`config.mk`:
```
export PLATFORM = sky130hd
export DESIGN_NAME = sar_search_flat
export DESIGN_NICKNAME = d
export VERILOG_FILES = /design/src/rtl/sar_search_if.sv /design/src/rtl/sar_search.sv /design/src/flat_wrapper.sv
export SDC_FILE = /design/constraint.sdc
export NUM_CORES = 1
export LEC_CHECK = 0
export ABC_AREA = 1
export CORE_ASPECT_RATIO = 1.4
export CORE_MARGIN = 3
export CORE_UTILIZATION = 54
export DETAILED_ROUTE_END_ITERATION = 10
export HOLD_SLACK_MARGIN = 0.1
export PLACE_DENSITY_LB_ADDON = 0.15
export RECOVER_POWER = 25
export SETUP_SLACK_MARGIN = 0.02
export SYNTH_ARGS = -nofsm -noshare
export SYNTH_HDL_FRONTEND = slang
export SYNTH_SLANG_ARGS = --single-unit
```
`constraint.sdc`:
```
create_clock -name clk -period 3.1 [get_ports clk]
set_input_delay 0.62 -clock clk [delete_from_list [all_inputs] [get_ports clk]]
set_output_delay 0.62 -clock clk [all_outputs]
set_load 0.1 [all_outputs]
```
`src/rtl/sar_search_if.sv`:
```
// sar_search_if: the start/abort command, the comparator feedback and the
// search results exchanged between a search controller and its user.
interface sar_search_if #(
  parameter int WIDTH = 8
);
  logic             start;
  logic             abort;
  logic             cmp_ge;
  logic [WIDTH-1:0] cand;
  logic             busy;
  logic [WIDTH-1:0] result;
  logic             done;

  // User side: issues commands, models the comparator, observes progress.
  modport master (
    output start,
    output abort,
    output cmp_ge,
    input  cand,
    input  busy,
    input  result,
    input  done
  );

  // Controller side.
  modport slave (
    input  start,
    input  abort,
    input  cmp_ge,
    output cand,
    output busy,
    output result,
    output done
  );
endinterface

```
`src/rtl/sar_search.sv`:
```
// sar_search: successive-approximation controller. Drives a trial value to an
// external magnitude comparator and resolves one bit per decide step, MSB
// first. Each decide waits CMP_LAT cycles after the trial value changed.
module sar_search #(
  parameter int WIDTH   = 8,
  parameter int CMP_LAT = 1
) (
  input  logic        clk,
  input  logic        rst_n,
  sar_search_if.slave bus
);

  localparam int KW = (WIDTH > 2) ? $clog2(WIDTH) : 1;
  localparam int CW = (CMP_LAT > 1) ? $clog2(CMP_LAT) : 1;

  localparam logic [KW-1:0]    K_INIT    = KW'(WIDTH - 1);
  localparam logic [KW-1:0]    K_ZERO    = {KW{1'b0}};
  localparam logic [KW-1:0]    K_ONE     = KW'(1);
  localparam logic [CW-1:0]    CNT_INIT  = CW'(CMP_LAT - 1);
  localparam logic [CW-1:0]    CNT_ZERO  = {CW{1'b0}};
  localparam logic [CW-1:0]    CNT_ONE   = CW'(1);
  localparam logic [WIDTH-1:0] CAND_ZERO = {WIDTH{1'b0}};
  localparam logic [WIDTH-1:0] CAND_INIT = {1'b1, {(WIDTH-1){1'b0}}};

  typedef enum logic [0:0] {
    ST_IDLE   = 1'b0,
    ST_SEARCH = 1'b1
  } state_t;

  state_t           state_r, state_s;
  logic [WIDTH-1:0] cand_r, cand_s;
  logic [WIDTH-1:0] result_r, result_s;
  logic [KW-1:0]    k_r, k_s;
  logic [CW-1:0]    cnt_r, cnt_s;
  logic             done_r, done_s;
  logic             busy_r, busy_s;

  // State register of the search FSM.
  always_ff @(posedge clk or negedge rst_n) begin
    if (!rst_n) begin
      state_r <= ST_IDLE;
    end else begin
      state_r <= state_s;
    end
  end

  // Datapath and output registers, all updated from the next-state logic.
  always_ff @(posedge clk or negedge rst_n) begin
    if (!rst_n) begin
      cand_r   <= CAND_ZERO;
      result_r <= CAND_ZERO;
      k_r      <= K_INIT;
      cnt_r    <= CNT_ZERO;
      done_r   <= 1'b0;
      busy_r   <= 1'b0;
    end else begin
      cand_r   <= cand_s;
      result_r <= result_s;
      k_r      <= k_s;
      cnt_r    <= cnt_s;
      done_r   <= done_s;
      busy_r   <= busy_s;
    end
  end

  // Next-state logic: start/abort handling, latency countdown, bit decisions.
  always_comb begin
    state_s  = state_r;
    cand_s   = cand_r;
    result_s = result_r;
    k_s      = k_r;
    cnt_s    = cnt_r;
    done_s   = 1'b0;
    case (state_r)
      ST_IDLE: begin
        // abort has no meaning here, so start alone decides.
        if (bus.start) begin
          state_s = ST_SEARCH;
          cand_s  = CAND_INIT;
          k_s     = K_INIT;
          cnt_s   = CNT_INIT;
        end else begin
          state_s = ST_IDLE;
        end
      end
      ST_SEARCH: begin
        if (bus.abort) begin
          // Cancel without touching the last completed result.
          state_s = ST_IDLE;
          cand_s  = CAND_ZERO;
        end else if (cnt_r != CNT_ZERO) begin
          // Comparator still settling on the current trial value.
          cnt_s = cnt_r - CNT_ONE;
        end else begin
          // Decide edge: keep or clear the trial bit.
          cand_s[k_r] = bus.cmp_ge;
          if (k_r != K_ZERO) begin
            cand_s[k_r - K_ONE] = 1'b1;
            k_s                 = k_r - K_ONE;
            cnt_s               = CNT_INIT;
          end else begin
            result_s = cand_s;
            done_s   = 1'b1;
            state_s  = ST_IDLE;
          end
        end
      end
      default: begin
        state_s = ST_IDLE;
        cand_s  = CAND_ZERO;
      end
    endcase
    busy_s = (state_s == ST_SEARCH);
  end

  assign bus.cand   = cand_r;
  assign bus.result = result_r;
  assign bus.done   = done_r;
  assign bus.busy   = busy_r;

endmodule
```
`src/flat_wrapper.sv`:
```
// flat-port wrapper written by rule: the top's interface ports become plain ports
module sar_search_flat 
#(
  parameter int WIDTH   = 8,
  parameter int CMP_LAT = 1
)
  (clk, rst_n, bus_start, bus_abort, bus_cmp_ge, bus_cand, bus_busy, bus_result, bus_done);
  sar_search_if #(.WIDTH(WIDTH)) bus_i ();
  input  logic clk;
  input  logic rst_n;
  input wire logic [$bits(bus_i.start)-1:0] bus_start;
  input wire logic [$bits(bus_i.abort)-1:0] bus_abort;
  input wire logic [$bits(bus_i.cmp_ge)-1:0] bus_cmp_ge;
  output wire logic [$bits(bus_i.cand)-1:0] bus_cand;
  output wire logic [$bits(bus_i.busy)-1:0] bus_busy;
  output wire logic [$bits(bus_i.result)-1:0] bus_result;
  output wire logic [$bits(bus_i.done)-1:0] bus_done;
  assign bus_i.start = bus_start;
  assign bus_i.abort = bus_abort;
  assign bus_i.cmp_ge = bus_cmp_ge;
  assign bus_cand = bus_i.cand;
  assign bus_busy = bus_i.busy;
  assign bus_result = bus_i.result;
  assign bus_done = bus_i.done;
  sar_search #(.WIDTH(WIDTH), .CMP_LAT(CMP_LAT)) u_core (.clk(clk), .rst_n(rst_n), .bus(bus_i));
endmodule
```
==> flow_summary.yaml <==
status:
  status: "complete, no violations"
placement:
  port_buffers: 22
  hpwl_um: 1810
  routabilityCongestion: 0.880
final_layout:
  nets: 183
  syn2layout_area_growth_pct: 14.8
  mostFrequentLayoutCells: "nand2_1, nand3_1, buf_4, dfrtp_1, inv_1"
  layout_commonest_cell: "nand2_1"
  fillCellCount: 163
  diodes: 0
  drive_gt1_frac: 0.200
logic_synthesis:
  yosys_warnings: 0
  synth_seq_cells: 21
  synth_top_family_by_area: "simple AND/OR/NAND/NOR gates"
  mappedNetlistArea_um2: 1180
  synth_simple_gate_area_share: 0.344
  yosysSeqAreaShare: 0.447
  synth_xor_area_frac: 0
  avgSynthCellArea_um2: 7.69
  synth_mux_area_frac: 0
  syn_nets: 161
  synth.distinct_cells: 21
  postSynthCellCount: 154
  synth-adder-area-share: 0.0211
  synth_compound_area_frac: 0.0920
detailed_routing:
  ant_nets: 0
  drt_wl_total_um: 2360
  drtIter0Drc: 42
  via_per_inst: 5.36
  wire_per_inst_um: 12.0
  num_vias: 1050
  drc: 0
  drt_first_pass_iters: 4
cts:
  clk_path_buf_depth: 2
  hold_buffers: 0
  post_cts_resized: 0
  cts.htree.levels: 1
  insertion_delay_ps: 300
  cts-root-buf: "clkbuf_4"
  cts_inserted_buffers: 3
  cts.sinks: 21
  clk_pin_slew_ps: 110
  cts_tree: "done"
  cts_setup_buffers: 0
critical_path:
  path_depth: 7
  arrival_ps: 2010
  worstSetupEndpoint: "u_core.bus.cand[0]"
  crit_required_ps: 3340
  cpPeakStageDelay_ps: 670
  crit_buf_inv: 1
  r2r-start: "u_core.k_r[0]"
  cp_max_fo: 12
  crit_top_cell: "nand2_1"
  cp-end-kind: "flop"
  rrSetupSlack_ps: 1330
  cp-startpoint: "u_core.k_r[0]"
  cp-start-kind: "flop"
  critical_path_class: "flop to flop"
  r2r-end: "u_core.bus.cand[0]"
  crit_family: "flip-flops"
  crit_chain: "inv_2 -> ha_1 -> a21oi_2 -> nand3_1 -> nand2_1 -> nand2_1 -> nand2_1"
  crit_slowest_cell: "dfstp_2"
  worst-r2r-cell-count: 7
sta:
  setup_viol: 0
  fmax_mhz: 566
  tns_ps: 0
  rsz0062_at_grt: "false"
  slew_headroom: 0.405
  clock-skew-final_ps: 1.48
  slew_viol_final: 0
  min_period_over_period: 0.570
  period_needed_ps: 1770
  worst_pin_slew_ps: 889
  hold_viol_final: 0
grt:
  grt_busiest_layer: "met2"
  grt_max_degree: 22
  antenna_found_initial: 0
  gr-usage-met3: 0.0322
  grt_use_met1: 0.243
  grt_overflow_total: 0
  grtUsageTotal: 0.197
  grt_pass1_vias: 963
  grt_util_met2: 0.321
  grt_pass1_wl_um: 4060
floorplanning:
  core_um2: 2020
  start_util: 0.586
  rows: 19
  die-width_um: 45.6
  pin_count: 23
  die-area_um2: 2800
  die_h_um: 61.4
job:
  maxCapViolCount: 0
hold_path:
  hold_path_class: "flop to flop"
==> synthesized netlist by cell type <==
cell | count | area share
inv_1 | 11 | 0.035
nor2_1 | 3 | 0.0095
nand4_1 | 1 | 0.0053
inv_2 | 3 | 0.0095
nand2_2 | 1 | 0.0053
nand3_4 | 1 | 0.015
ha_1 | 2 | 0.021
dfrtp_1 | 18 | 0.38
nand3_1 | 19 | 0.080
dfstp_2 | 3 | 0.067
a21oi_2 | 2 | 0.015
o21ai_0 | 8 | 0.034
nor2_2 | 1 | 0.0053
buf_6 | 4 | 0.038
o21ai_1 | 7 | 0.030
nor2_8 | 1 | 0.017
buf_4 | 1 | 0.0063
inv_6 | 1 | 0.0074
nand2_1 | 65 | 0.21
o21bai_1 | 1 | 0.0063
o21ai_2 | 1 | 0.0074
==> stage by stage <==
stage	hold WS, ps	utilization	instance area [um^2]	cells	setup WS (ps)
floorplan	324	-	1180	154	1270
global placement	474	0.659	1330	192	1290
detailed placement	479	0.659	1330	192	1280
CTS	506	0.672	1360	196	1380
global route	529	0.672	1360	196	1250
finish	499	0.672	1360	196	1330
==> flip-flops by register name, summed over array words and instances, names as in the netlist <==
name,count
u_core.bus.result,8
u_core.bus.cand,8
u_core.bus.done,1
u_core.k_r,3
u_core.state_r,1
==> kinds of logic (layout without fill, tap and decap cells) <==
family,count (synthesis),after routing
adder cells (fa/ha/maj),2,2
flip-flops,21,21
AND/OR/NAND/NOR,92,92
buffers and inverters,20,41
AO/OA/AOI/OAI,19,19
==> final cells by class <==
| class | count | area [um^2] | share of cell area |
|---|---|---|---|
| multi-input cells | 113 | 541 | 0.398 |
| flip-flops and latches | 21 | 529 | 0.390 |
| well taps | 21 | 26.3 | 0.0193 |
| clock buffers | 4 | 26.3 | 0.0193 |
| inverters | 15 | 61.3 | 0.0451 |
| repair buffers | 22 | 175 | 0.129 |
==> worst min path at each step <==
stage                     slack [ps]  cells past startpoint                 start                    to
after floorplan                  320                      0                 rst_n    u_core.bus.cand[0]
after global placement           470                      2  u_core.bus.result[4]  u_core.bus.result[4]
after detailed placement         480                      2  u_core.bus.result[6]  u_core.bus.result[6]
after CTS                        510                      2  u_core.bus.result[6]  u_core.bus.result[6]
after global routing             530                      2  u_core.bus.result[6]  u_core.bus.result[6]
final                            500                      2  u_core.bus.result[6]  u_core.bus.result[6]
==> worst register-to-register path: cells and delay by family, from the launching register on <==
family,cells,cell delay [ps]
AO/OA/AOI/OAI,1,260
adder cells (fa/ha/maj),1,320
buffers and inverters,1,160
flip-flops,1,670
AND/OR/NAND/NOR,4,300
==> layer usage <==
layer / part of all wire / vias up / routed length (um)
met4: 0.026 / 0 / 62
met1: 0.42 / 453 / 999
met2: 0.47 / 57 / 1120
li1: - / 529 / -
met3: 0.075 / 11 / 176
met5: 0 / - / 0
Power is left out: the tool's default activity adds up to more than one toggle a clock period on the data nets, which glitch-free logic cannot reach.
